[src/rtl/nunchuk_poll_ctrl.sv]
// Nunchuk poller: init writes, pointer write, 6-byte read via a byte-level I2C master, atomic publish.
// Optional macro NUNCHUK_DECRYPT_EN: init writes 0x40=0x00 only, bytes stored as (b^0x17)+0x17.
module nunchuk_poll_ctrl #(
  parameter int         POLL_CYCLES = 100000,
  parameter int         CONV_CYCLES = 20000,
  parameter logic [6:0] DEV_ADDR    = 7'h52
) (
  input  logic       clk,
  input  logic       rst,
  input  logic       enable,
  output logic       cmd_valid,
  input  logic       cmd_ready,
  output logic [1:0] cmd_op,
  output logic [7:0] cmd_data,
  output logic       cmd_nack,
  input  logic       rsp_valid,
  input  logic [7:0] rsp_data,
  input  logic       rsp_err,
  output logic [7:0] data_out [5:0],
  output logic       frame_valid,
  output logic       busy,
  output logic       err
);
  localparam logic [3:0] IDLE = 4'd0, INIT1 = 4'd1, INIT2 = 4'd2, POLL_WAIT = 4'd3, PTR = 4'd4,
                         CONV_WAIT = 4'd5, READ = 4'd6, PUBLISH = 4'd7, ABORT = 4'd8;
  localparam logic [1:0] OP_START = 2'd0, OP_WRITE = 2'd1, OP_READ = 2'd2, OP_STOP = 2'd3;
  localparam int CNT_MAX = (POLL_CYCLES > CONV_CYCLES) ? POLL_CYCLES : CONV_CYCLES;
  localparam int CNT_W   = $clog2(CNT_MAX + 1);
  localparam logic [CNT_W-1:0] POLL_LAST = CNT_W'(POLL_CYCLES - 1);
  localparam logic [CNT_W-1:0] CONV_LAST = CNT_W'(CONV_CYCLES - 1);
`ifdef NUNCHUK_DECRYPT_EN
  localparam logic [7:0] INIT_REG = 8'h40, INIT_VAL = 8'h00;
`else
  localparam logic [7:0] INIT_REG = 8'hF0, INIT_VAL = 8'h55;
`endif

  logic [3:0]       state_q, state_d, step_q, step_d;
  logic [CNT_W-1:0] cnt_q, cnt_d;
  logic             cmd_valid_q, cmd_valid_d, wait_q, wait_d, init_done_q, init_done_d;
  logic             frame_valid_q, frame_valid_d, err_q, err_d;
  logic [7:0]       shadow_q [5:0];
  logic [7:0]       shadow_d [5:0];
  logic [7:0]       data_q [5:0];
  logic [7:0]       data_d [5:0];
  logic             cmd_last;
  logic [2:0]       rd_idx;
  logic [7:0]       rd_byte;

  assign rd_idx = step_q[2:0] - 3'd2;
`ifdef NUNCHUK_DECRYPT_EN
  assign rd_byte = (rsp_data ^ 8'h17) + 8'h17;
`else
  assign rd_byte = rsp_data;
`endif

  // Current command is a pure function of (state, step), so it stays stable until accepted.
  always_comb begin
    cmd_op   = OP_STOP;
    cmd_data = 8'h00;
    cmd_nack = 1'b0;
    cmd_last = 1'b0;
    if (state_q == ABORT) begin
      cmd_last = 1'b1;
    end else if (step_q == 4'd0) begin
      cmd_op = OP_START;
    end else if (step_q == 4'd1) begin
      cmd_op   = OP_WRITE;
      cmd_data = {DEV_ADDR, state_q == READ};
    end else begin
      case (state_q)
        INIT1, INIT2: begin
          if (step_q <= 4'd3) begin
            cmd_op = OP_WRITE;
            if (step_q == 4'd2) cmd_data = (state_q == INIT1) ? INIT_REG : 8'hFB;
            else                cmd_data = (state_q == INIT1) ? INIT_VAL : 8'h00;
          end else begin
            cmd_last = 1'b1;
          end
        end
        PTR: begin
          if (step_q == 4'd2) cmd_op = OP_WRITE;
          else                cmd_last = 1'b1;
        end
        READ: begin
          if (step_q <= 4'd7) begin
            cmd_op   = OP_READ;
            cmd_nack = (step_q == 4'd7);
          end else begin
            cmd_last = 1'b1;
          end
        end
        default: cmd_last = 1'b1;
      endcase
    end
  end

  always_comb begin
    state_d       = state_q;
    step_d        = step_q;
    cnt_d         = cnt_q;
    cmd_valid_d   = cmd_valid_q;
    wait_d        = wait_q;
    init_done_d   = init_done_q;
    err_d         = err_q;
    frame_valid_d = 1'b0;
    shadow_d      = shadow_q;
    data_d        = data_q;
    case (state_q)
      IDLE: if (enable) state_d = init_done_q ? POLL_WAIT : INIT1;
      POLL_WAIT: begin
        if (!enable)                state_d = IDLE;
        else if (cnt_q == POLL_LAST) state_d = init_done_q ? PTR : INIT1;
        else                        cnt_d = cnt_q + CNT_W'(1);
      end
      CONV_WAIT: begin
        if (!enable)                state_d = IDLE;
        else if (cnt_q == CONV_LAST) state_d = READ;
        else                        cnt_d = cnt_q + CNT_W'(1);
      end
      PUBLISH: state_d = enable ? POLL_WAIT : IDLE;
      default: begin
        if (cmd_valid_q && cmd_ready) begin
          cmd_valid_d = 1'b0;
          wait_d      = 1'b1;
        end
        if (wait_q && rsp_valid) begin
          wait_d = 1'b0;
          if (cmd_op == OP_WRITE && rsp_err) begin
            err_d   = 1'b1;
            state_d = ABORT;
          end else begin
            if (cmd_op == OP_READ) shadow_d[rd_idx] = rd_byte;
            if (!cmd_last) begin
              step_d      = step_q + 4'd1;
              cmd_valid_d = 1'b1;
            end else begin
              case (state_q)
`ifdef NUNCHUK_DECRYPT_EN
                INIT1: begin
                  init_done_d = 1'b1;
                  state_d     = enable ? POLL_WAIT : IDLE;
                end
`else
                INIT1: state_d = enable ? INIT2 : IDLE;
`endif
                INIT2: begin
                  init_done_d = 1'b1;
                  state_d     = enable ? POLL_WAIT : IDLE;
                end
                PTR: state_d = enable ? CONV_WAIT : IDLE;
                READ: begin
                  state_d       = PUBLISH;
                  data_d        = shadow_q;
                  frame_valid_d = 1'b1;
                  err_d         = 1'b0;
                end
                default: begin
                  init_done_d = 1'b0;
                  state_d     = enable ? POLL_WAIT : IDLE;
                end
              endcase
            end
          end
        end
      end
    endcase
    // Every state entry restarts the step/wait bookkeeping; command phases raise their first command.
    if (state_d != state_q) begin
      step_d      = 4'd0;
      cnt_d       = '0;
      wait_d      = 1'b0;
      cmd_valid_d = state_d inside {INIT1, INIT2, PTR, READ, ABORT};
    end
  end

  always_ff @(posedge clk or posedge rst) begin
    if (rst) begin
      state_q       <= IDLE;
      step_q        <= 4'd0;
      cnt_q         <= '0;
      cmd_valid_q   <= 1'b0;
      wait_q        <= 1'b0;
      init_done_q   <= 1'b0;
      frame_valid_q <= 1'b0;
      err_q         <= 1'b0;
      for (int i = 0; i < 6; i++) shadow_q[i] <= 8'h00;
      data_q[0] <= 8'h80;
      data_q[1] <= 8'h80;
      data_q[2] <= 8'h00;
      data_q[3] <= 8'h00;
      data_q[4] <= 8'h00;
      data_q[5] <= 8'h03;
    end else begin
      state_q       <= state_d;
      step_q        <= step_d;
      cnt_q         <= cnt_d;
      cmd_valid_q   <= cmd_valid_d;
      wait_q        <= wait_d;
      init_done_q   <= init_done_d;
      frame_valid_q <= frame_valid_d;
      err_q         <= err_d;
      shadow_q      <= shadow_d;
      data_q        <= data_d;
    end
  end

  assign cmd_valid   = cmd_valid_q;
  assign frame_valid = frame_valid_q;
  assign err         = err_q;
  assign data_out    = data_q;
  assign busy        = !(state_q inside {IDLE, POLL_WAIT});
endmodule

[config.mk]
export PLATFORM = sky130hd
export DESIGN_NAME = nunchuk_poll_ctrl
export DESIGN_NICKNAME = d
export VERILOG_FILES = /design/src/rtl/nunchuk_poll_ctrl.sv
export SDC_FILE = /design/constraint.sdc
export NUM_CORES = 1
export LEC_CHECK = 0
export ABC_AREA = 1
export CAP_MARGIN = 0
export CORE_AREA = 4 4 120 122
export CTS_CLUSTER_SIZE = 14
export DETAILED_ROUTE_END_ITERATION = 10
export DIE_AREA = 0 0 124 126
export GPL_ROUTABILITY_DRIVEN = 0
export GPL_TIMING_DRIVEN = 0
export PLACE_DENSITY = 0.74
export RECOVER_POWER = 25
export SKIP_CTS_REPAIR_TIMING = 1
export SLEW_MARGIN = 5
export SYNTH_ARGS = -nofsm -noshare
export SYNTH_HDL_FRONTEND = slang
export SYNTH_SLANG_ARGS = --single-unit
[constraint.sdc]
create_clock -name clk -period 5.1 [get_ports clk]
set_input_delay 0.765 -clock clk [delete_from_list [all_inputs] [get_ports clk]]
set_output_delay 0.765 -clock clk [all_outputs]
set_load 0.03 [all_outputs]
==> report_table.html, run 1 <==
<table>
<tr><th>Metric</th><th>Value</th></tr>
<tr><th colspan="2">Setup path</th></tr>
<tr><td>Worst Setup Path Type</td><td>reg -&gt; out</td></tr>
<tr><td>Reg-to-Reg Start</td><td>step_q[0]$_DFFE_PP0P_</td></tr>
<tr><td>End of the worst register-to-register path</td><td>shadow_q[6]$_DFFE_PP0P_</td></tr>
<tr><td>Worst setup SP type</td><td>register</td></tr>
<tr><td>Critical path fanouts, max</td><td>8</td></tr>
<tr><td>CP Data Required Time</td><td>4340 ps</td></tr>
<tr><td>Data arrival time of the critical path</td><td>2980 ps</td></tr>
<tr><td>Reg2reg setup slack</td><td>2510 ps</td></tr>
<tr><td>Worst r2r path cells</td><td>11</td></tr>
<tr><td>Endpoint class of the critical path</td><td>output port</td></tr>
<tr><th colspan="2">Routing</th></tr>
<tr><td>Per-cell via count in the routed design</td><td>4.93</td></tr>
<tr><td>WL/cell</td><td>13.7 um</td></tr>
<tr><td>Count of vias placed by the detailed router</td><td>4931</td></tr>
<tr><td>Number of violations reported at the end of detailed-routing iteration 0</td><td>396</td></tr>
<tr><td>Overall routed net length</td><td>13700 um</td></tr>
<tr><td>DRC</td><td>0</td></tr>
<tr><td>Detail Route Antenna Nets</td><td>0</td></tr>
<tr><td>Count of TritonRoute iterations in the first routing pass</td><td>5</td></tr>
<tr><th colspan="2">STA</th></tr>
<tr><td>Worst max-slew margin expressed relative to the limit</td><td>-68.7%</td></tr>
<tr><td>Final critical-path share of the clock period</td><td>73.4%</td></tr>
<tr><td>Setup repair after global routing missed its margin</td><td>no</td></tr>
<tr><td>Shortest clock period the worst path allows after layout</td><td>3740 ps</td></tr>
<tr><td>Number of failing setup endpoints in the final timing report</td><td>0</td></tr>
<tr><td>Final hold violation count</td><td>0</td></tr>
<tr><td>Summed negative setup slack over all endpoints</td><td>0 ps</td></tr>
<tr><td>Transition time at the pin with the least slew margin</td><td>2520 ps</td></tr>
<tr><td>Final Max Slew Viols</td><td>56</td></tr>
<tr><td>Post-route clock skew</td><td>7.40 ps</td></tr>
<tr><td>Highest attainable clock frequency</td><td>267 MHz</td></tr>
<tr><td>Worst hold-check slack</td><td>464 ps</td></tr>
<tr><th colspan="2">Synth</th></tr>
<tr><td>Leading cell types by count after synthesis</td><td>277 x sky130_fd_sc_hd__nand2_1, 122 x sky130_fd_sc_hd__dfrtp_1, 54 x sky130_fd_sc_hd__inv_1</td></tr>
<tr><td>Average cell area after synthesis</td><td>8.19 um^2</td></tr>
<tr><td>Count of cell types in the netlist</td><td>37</td></tr>
<tr><td>#FFs+latches synth</td><td>126</td></tr>
<tr><td>Area share of the largest cell type after synthesis</td><td>52.1%</td></tr>
<tr><td>Synth Instances</td><td>715</td></tr>
<tr><td>Number of flops mapped to enable cells by yosys</td><td>0</td></tr>
<tr><td>Portion of the post-synthesis area used by sequential elements</td><td>53.9%</td></tr>
<tr><td>Cell type contributing the most total cell area after synthesis</td><td>sky130_fd_sc_hd__dfrtp_1</td></tr>
<tr><td>Most used flip-flop cell after synthesis</td><td>sky130_fd_sc_hd__dfrtp_1</td></tr>
<tr><td>Cell with the most instances after synthesis</td><td>sky130_fd_sc_hd__nand2_1</td></tr>
<tr><td>Synthesized net count</td><td>737</td></tr>
<tr><td>Warning count from the yosys run</td><td>0</td></tr>
<tr><td>Area of the mapped netlist</td><td>0.00585 mm^2</td></tr>
<tr><td>Async SR Flop Fraction</td><td>100%</td></tr>
<tr><td>Leading cell types by total area after synthesis</td><td>sky130_fd_sc_hd__dfrtp_1 52%, sky130_fd_sc_hd__nand2_1 18%, sky130_fd_sc_hd__o21ai_0 4.5%, sky130_fd_sc_hd__inv_1 3.5%, sky130_fd_sc_hd__nand3_1 3.3%</td></tr>
<tr><th colspan="2">Pwr</th></tr>
<tr><td>Total power per unit cell area</td><td>414 mW/mm^2</td></tr>
<tr><td>IR Drop Worst-Case VDD</td><td>0.229 mV</td></tr>
<tr><td>Total leakage power</td><td>0.00363 uW</td></tr>
<tr><th colspan="2">Cells and area</th></tr>
<tr><td>Core Util, Final</td><td>56.7%</td></tr>
<tr><td>Post-Layout Cell Count</td><td>1000</td></tr>
<tr><td>Layout filler cell count</td><td>1149</td></tr>
<tr><td>Share of post-route cells with drive strength above 1</td><td>9.71%</td></tr>
<tr><td>Diode count</td><td>0</td></tr>
<tr><td># nets final</td><td>833</td></tr>
<tr><td>Layout overhead on the synthesized area</td><td>27.7%</td></tr>
<tr><th colspan="2">Placement</th></tr>
<tr><td>Number of cells in the design after placement</td><td>968</td></tr>
<tr><td>Number of port buffers</td><td>76</td></tr>
<tr><td>DP Wirelength</td><td>9650 um</td></tr>
<tr><th colspan="2">Hold path</th></tr>
<tr><td>Path category of the worst min-delay check</td><td>reg -&gt; reg</td></tr>
<tr><td>Worst hold path stage count</td><td>2</td></tr>
<tr><td>Worst Hold Path EP</td><td>data_out[41]$_DFFE_PP1P_</td></tr>
<tr><td>Critical hold path startpoint</td><td>data_out[41]$_DFFE_PP1P_</td></tr>
<tr><th colspan="2">CTS</th></tr>
<tr><td>Number of H-tree branching levels</td><td>4</td></tr>
<tr><td>Clock slew seen by the registers of the worst setup and hold paths</td><td>60 ps</td></tr>
<tr><td>Maximum buffer depth of the clock tree</td><td>2</td></tr>
<tr><td>Skew-Pair Late Insertion Delay</td><td>410 ps</td></tr>
<tr><td>Number of sinks driven by the clock tree</td><td>126</td></tr>
<tr><td>Clock tree from TritonCTS</td><td>done</td></tr>
<tr><td>Number of buffers added by the clock tree synthesis step</td><td>17</td></tr>
<tr><td>Clock root cell</td><td>sky130_fd_sc_hd__clkbuf_16</td></tr>
<tr><th colspan="2">Global route</th></tr>
<tr><td>Via count of the first global-routing pass</td><td>4681</td></tr>
<tr><td>Antenna violations before repair</td><td>0</td></tr>
<tr><td>Wire length of the first global-routing pass</td><td>23000 um</td></tr>
<tr><td>Total gr overflow</td><td>0</td></tr>
<tr><td>All-layer global routing usage</td><td>18.6%</td></tr>
<tr><td>Largest net degree at the start of global routing</td><td>72</td></tr>
<tr><th colspan="2">Run</th></tr>
<tr><td>Max-cap violation count</td><td>1</td></tr>
<tr><th colspan="2">Floorplanning</th></tr>
<tr><td>Rows</td><td>42</td></tr>
<tr><td>Core area</td><td>0.0132 mm^2</td></tr>
<tr><td>Die span in x</td><td>124 um</td></tr>
<tr><td>Effective utilization at floorplan</td><td>44.4%</td></tr>
<tr><td>Die area</td><td>0.0156 mm^2</td></tr>
<tr><td>Io pins</td><td>77</td></tr>
<tr><td>Overall die height</td><td>126 um</td></tr>
<tr><th colspan="2">Status</th></tr>
<tr><td>Run status</td><td>complete, but fails checks</td></tr>
<tr><td>Failing checks</td><td>capacitance limit, slew limit</td></tr>
</table>
critical path, stage by stage, from the launching register on:
cell                              delay [ps]
sky130_fd_sc_hd__dfrtp_1                 420
sky130_fd_sc_hd__inv_1                   220
sky130_fd_sc_hd__ha_1                    200
sky130_fd_sc_hd__inv_1                    60
sky130_fd_sc_hd__nor2_1                  190
sky130_fd_sc_hd__inv_1                    90
sky130_fd_sc_hd__ha_1                    280
sky130_fd_sc_hd__nor4_1                  260
sky130_fd_sc_hd__a21oi_1                  70
sky130_fd_sc_hd__nor2_1                  110
sky130_fd_sc_hd__clkdlybuf4s50_1         680
layout make-up:
class | instances | area [um^2] | share of cell area (%)
sequential | 126 | 3160 | 42.2
timing repair buffer | 77 | 788 | 10.5
tap | 176 | 220 | 2.95
multi-input combinational | 503 | 2350 | 31.5
clock buffer | 19 | 433 | 5.79
clock inverter | 13 | 178 | 2.38
buffer | 24 | 113 | 1.51
inverter | 62 | 234 | 3.13
placed cells by master, fill, tap and decap left out, drive strengths merged:
cell type      count
o31ai              1
xnor2              1
bufinv             3
clkbuf            34
buf               10
nor3              11
clkinvlp           3
a21oi             13
nand3             40
dfstp              4
o211ai             3
a31o               1
o2111ai            1
dlygate4sd3        1
xor2              10
clkinv             2
ha                 8
dfrtp            122
a31oi              2
o21bai             1
nor2              55
nor4               1
a41oi              1
clkdlybuf4s50     75
nor3b              1
nand4              7
o21ai             56
nand2            290
inv               67
registers in the layout, indices dropped and copies added (netlist names):
| name | count |
|---|---|
| cmd_valid | 1 |
| cnt_q | 17 |
| data_out | 48 |
| err | 1 |
| frame_valid | 1 |
| init_done_q | 1 |
| shadow_q | 48 |
| state_q | 4 |
| step_q | 4 |
| wait_q | 1 |
kinds of logic after synthesis:
family | Yosys count | synth area share (%)
AOI/OAI and AO/OA | 79 | 7.27
xor gates and xnor gates | 11 | 1.65
adders and majority gates | 8 | 1.71
buffers and inverters | 86 | 5.90
DFF | 126 | 53.9
and+or+nand+nor | 405 | 29.5
stage by stage:
step | area, um^2 | setup slack, ps | total power [uW]
finish | 7470 | 1360 | 3090
global route | 7470 | 1100 | 3280
CTS | 7480 | 1340 | 3110
detailed placement | 6870 | 1780 | 1850
global placement | 6840 | -816 | 1840
floorplan | 5850 | 986 | 1670
per-layer routing:
layer	GRT usage (%)	part of all wire (%)	wire (um)	up-vias
li1	-	-	-	2460
met1	26.3	46	6240	2335
met2	28.1	47	6440	123
met3	4.98	5.9	802	13
met4	5.80	1.2	165	0
met5	0	0	0	-
how the worst max path moves through the flow:
stage | from | endpoint | slack (ps) | cells past startpoint
4_1_cts | step_q[0]$_DFFE_PP0P_ | cmd_data[0] | 1340 | 10
3_3_place_gp | rst | data_out[11]$_DFFE_PP0P_ | -820 | 2
3_5_place_dp | step_q[0]$_DFFE_PP0P_ | cmd_data[0] | 1780 | 10
5_1_grt | step_q[0]$_DFFE_PP0P_ | cmd_data[0] | 1100 | 10
6_report | step_q[0]$_DFFE_PP0P_ | cmd_data[0] | 1360 | 10
2_1_floorplan | rst | cmd_valid$_DFFE_PP0P_ | 990 | 1
power breakdown:
part	switching, uW	total (uW)	internal, uW
sequential	25.1	1050	1020
clock	468	1250	781
combinational	548	793	245
total	1040	3090	2050
Note: power is estimated with default switching activity, not from simulation.
==> run 2, diff against run 1 <==
- clock period: 5.1 -> 3.6 ns (I/O delays scaled with it)
==> run 2 against run 1 <==
  * The flow still finishes with violations (capacitance limit, slew limit)
  * Core utilization shrank 0.15 points
  * Wire length grew 3.5%
  * Register-to-register slack lost 1700 ps
  * Combinational power grew 42%
  * First-iteration DRC count is the same
  * Sequential share of layout area grew 0.11 points
  * Critical path type unchanged
  * Critical endpoint is now cmd_data[6]
  * Largest cell class unchanged
==> report_table.html, run 2 (synthesis results as in run 1) <==
<table>
<tr><th>Metric</th><th>Value</th></tr>
<tr><th colspan="2">Status</th></tr>
<tr><td>Run status</td><td>complete, but fails checks</td></tr>
<tr><td>Failing checks</td><td>capacitance limit, slew limit</td></tr>
<tr><th colspan="2">Run</th></tr>
<tr><td>Max-cap violation count</td><td>1 (unchanged)</td></tr>
<tr><th colspan="2">Global route</th></tr>
<tr><td>Largest net degree at the start of global routing</td><td>40 (-44%)</td></tr>
<tr><td>Total gr overflow</td><td>0 (unchanged)</td></tr>
<tr><td>Antenna violations before repair</td><td>0 (unchanged)</td></tr>
<tr><td>All-layer global routing usage</td><td>19.2% (+0.57 points)</td></tr>
<tr><td>Wire length of the first global-routing pass</td><td>23600 um (+2.7%)</td></tr>
<tr><td>Via count of the first global-routing pass</td><td>4768 (+1.9%)</td></tr>
<tr><th colspan="2">Setup path</th></tr>
<tr><td>CP max stage delay</td><td>650 ps (-30 ps)</td></tr>
<tr><td>Critical path fanouts, max</td><td>7 (-1)</td></tr>
<tr><td>Endpoint class of the critical path</td><td>output port</td></tr>
<tr><td>Critical-path top delay cell</td><td>sky130_fd_sc_hd__clkdlybuf4s50_1</td></tr>
<tr><td>Kind of cell adding the most delay to the critical path</td><td>buffers and inverters</td></tr>
<tr><td>Worst Setup Path Type</td><td>reg -&gt; out</td></tr>
<tr><td>CP Data Required Time</td><td>3060 ps (-1280 ps)</td></tr>
<tr><td>Worst r2r path cells</td><td>11 (unchanged)</td></tr>
<tr><td>Worst setup SP type</td><td>register</td></tr>
<tr><td>Worst Path Buf+Inv</td><td>4 (unchanged)</td></tr>
<tr><td>Reg2reg setup slack</td><td>860 ps (-1650 ps)</td></tr>
<tr><td>Data arrival time of the critical path</td><td>2770 ps (-210 ps)</td></tr>
<tr><td>End of the worst register-to-register path</td><td>shadow_q[8]$_DFFE_PP0P_</td></tr>
<tr><td>Crit path cell chain</td><td>nor2_1 -&gt; inv_1 -&gt; nor3_1 -&gt; inv_1 -&gt; ha_1 -&gt; nor2_1 -&gt; buf_4 -&gt; clkdlybuf4s50_1</td></tr>
<tr><td>Reg-to-Reg Start</td><td>step_q[0]$_DFFE_PP0P_</td></tr>
<tr><th colspan="2">Hold path</th></tr>
<tr><td>Worst Hold Path EP</td><td>data_out[30]$_DFFE_PP0P_</td></tr>
<tr><td>Path category of the worst min-delay check</td><td>reg -&gt; reg</td></tr>
<tr><td>Critical hold path startpoint</td><td>data_out[30]$_DFFE_PP0P_</td></tr>
<tr><td>Worst hold path stage count</td><td>2 (unchanged)</td></tr>
<tr><th colspan="2">STA</th></tr>
<tr><td>Number of failing setup endpoints in the final timing report</td><td>0 (unchanged)</td></tr>
<tr><td>Setup repair after global routing missed its margin</td><td>no</td></tr>
<tr><td>Post-route clock skew</td><td>10.5 ps (+3.11 ps)</td></tr>
<tr><td>Transition time at the pin with the least slew margin</td><td>1850 ps (-667 ps)</td></tr>
<tr><td>Final Max Slew Viols</td><td>38 (-32%)</td></tr>
<tr><td>Worst max-slew margin expressed relative to the limit</td><td>-23.5% (+45 points)</td></tr>
<tr><td>Summed negative setup slack over all endpoints</td><td>0 ps (unchanged)</td></tr>
<tr><td>Highest attainable clock frequency</td><td>302 MHz</td></tr>
<tr><td>Final critical-path share of the clock period</td><td>92.0%</td></tr>
<tr><td>Final hold violation count</td><td>0 (unchanged)</td></tr>
<tr><td>Shortest clock period the worst path allows after layout</td><td>3310 ps</td></tr>
<tr><th colspan="2">Floorplanning</th></tr>
<tr><td>Core area</td><td>0.0132 mm^2 (unchanged)</td></tr>
<tr><td>Io pins</td><td>77 (unchanged)</td></tr>
<tr><td>Die area</td><td>0.0156 mm^2 (unchanged)</td></tr>
<tr><td>Die span in x</td><td>124 um (unchanged)</td></tr>
<tr><td>Overall die height</td><td>126 um (unchanged)</td></tr>
<tr><td>Rows</td><td>42 (unchanged)</td></tr>
<tr><td>Effective utilization at floorplan</td><td>44.4% (unchanged)</td></tr>
<tr><th colspan="2">CTS</th></tr>
<tr><td>Number of sinks driven by the clock tree</td><td>126 (unchanged)</td></tr>
<tr><td>Clock root cell</td><td>sky130_fd_sc_hd__clkbuf_16</td></tr>
<tr><td>Clock slew seen by the registers of the worst setup and hold paths</td><td>60 ps (about the same)</td></tr>
<tr><td>Maximum buffer depth of the clock tree</td><td>2 (unchanged)</td></tr>
<tr><td>Number of H-tree branching levels</td><td>4 (unchanged)</td></tr>
<tr><td>Number of buffers added by the clock tree synthesis step</td><td>17 (unchanged)</td></tr>
<tr><td>Skew-Pair Late Insertion Delay</td><td>410 ps (about the same)</td></tr>
<tr><td>Clock tree from TritonCTS</td><td>done</td></tr>
<tr><th colspan="2">Routing</th></tr>
<tr><td>Count of vias placed by the detailed router</td><td>4941 (+0.20%)</td></tr>
<tr><td>DRC</td><td>0 (unchanged)</td></tr>
<tr><td>Detail Route Antenna Nets</td><td>0 (unchanged)</td></tr>
<tr><td>Overall routed net length</td><td>14100 um (+3.5%)</td></tr>
<tr><td>Per-cell via count in the routed design</td><td>4.93 (about the same)</td></tr>
<tr><td>WL/cell</td><td>14.1 um (+3.3%)</td></tr>
<tr><td>Number of violations reported at the end of detailed-routing iteration 0</td><td>396 (unchanged)</td></tr>
<tr><td>Count of TritonRoute iterations in the first routing pass</td><td>5 (unchanged)</td></tr>
<tr><th colspan="2">Cells and area</th></tr>
<tr><td>Diode count</td><td>0 (unchanged)</td></tr>
<tr><td>Top library cells by usage in the layout, fill and taps aside</td><td>277 x sky130_fd_sc_hd__nand2_1, 122 x sky130_fd_sc_hd__dfrtp_1, 74 x sky130_fd_sc_hd__clkdlybuf4s50_1, 53 x sky130_fd_sc_hd__inv_1, 53 x sky130_fd_sc_hd__o21ai_0</td></tr>
<tr><td># nets final</td><td>835 (+0.24%)</td></tr>
<tr><td>Share of post-route cells with drive strength above 1</td><td>9.93% (+0.22 points)</td></tr>
<tr><td>Post-Layout Cell Count</td><td>1002 (+0.20%)</td></tr>
<tr><td>Layout overhead on the synthesized area</td><td>27.3%</td></tr>
<tr><td>Most common library cell in the layout ignoring fill and taps</td><td>sky130_fd_sc_hd__nand2_1</td></tr>
<tr><th colspan="2">Placement</th></tr>
<tr><td>DP Wirelength</td><td>9900 um (+2.6%)</td></tr>
<tr><td>Number of port buffers</td><td>76 (unchanged)</td></tr>
<tr><td>Number of cells in the design after placement</td><td>970 (+0.21%)</td></tr>
<tr><th colspan="2">Pwr</th></tr>
<tr><td>IR Drop Worst-Case VDD</td><td>0.298 mV (+30%)</td></tr>
<tr><td>Total power per unit cell area</td><td>569 mW/mm^2 (+38%)</td></tr>
<tr><td>Total leakage power</td><td>0.00365 uW (+0.51%)</td></tr>
</table>
[run 2: routing by layer]
layer / up-vias / global-route usage, % / wire length [um]
met2: 130 / 29.5 / 6720
li1: 2459 / - / -
met4: 0 / 6.19 / 177
met3: 18 / 4.71 / 772
met5: - / 0 / 0
met1: 2334 / 26.7 / 6460
[run 2: worst max path at each step]
stage,startpoint,to,slack [ps],depth (start not counted)
5_1_grt,rst,data_out[32]$_DFFE_PP0P_,70,3
3_3_place_gp,rst,data_out[47]$_DFFE_PP0P_,330,2
3_5_place_dp,step_q[0]$_DFFE_PP0P_,cmd_data[0],500,10
2_1_floorplan,step_q[0]$_DFFE_PP0P_,cmd_data[0],1090,9
4_1_cts,step_q[0]$_DFFE_PP0P_,cmd_data[0],40,10
6_report,state_q[2]$_DFF_PP0_,cmd_data[6],290,8
[run 2: power breakdown]
group / switching (uW) / internal, uW
Clock: 666 / 961
Sequential: 35.4 / 1450
Combinational: 777 / 349
[run 2: final cells by class]
type | count | area [um^2]
buffer | 24 | 113
clock buffer | 18 | 429
clock inverter | 14 | 134
fill | 1153 | 5740
inverter | 62 | 234
multi-input combinational | 503 | 2350
sequential | 126 | 3160
tap | 176 | 220
timing repair buffer | 79 | 816
[run 2: per-stage QoR]
| step | setup WS, ps | util, % | area [um^2] | hold slack, ps | total power [uW] |
|---|---|---|---|---|---|
| floorplan | 1090 | - | 5860 | 450 | 2370 |
| global placement | 326 | 51.8 | 6840 | 453 | 2620 |
| detailed placement | 498 | 52.3 | 6900 | 457 | 2640 |
| CTS | 37.8 | 56.6 | 7460 | 472 | 4270 |
| global route | 72.8 | 56.5 | 7450 | 482 | 4480 |
| finish | 287 | 56.5 | 7450 | 467 | 4240 |
[run 2: worst min-delay path, cell delays in order (launching register included)]
cell                      delay, ps
sky130_fd_sc_hd__dfrtp_1        340
sky130_fd_sc_hd__nand2_1         50
sky130_fd_sc_hd__nand2_1         40
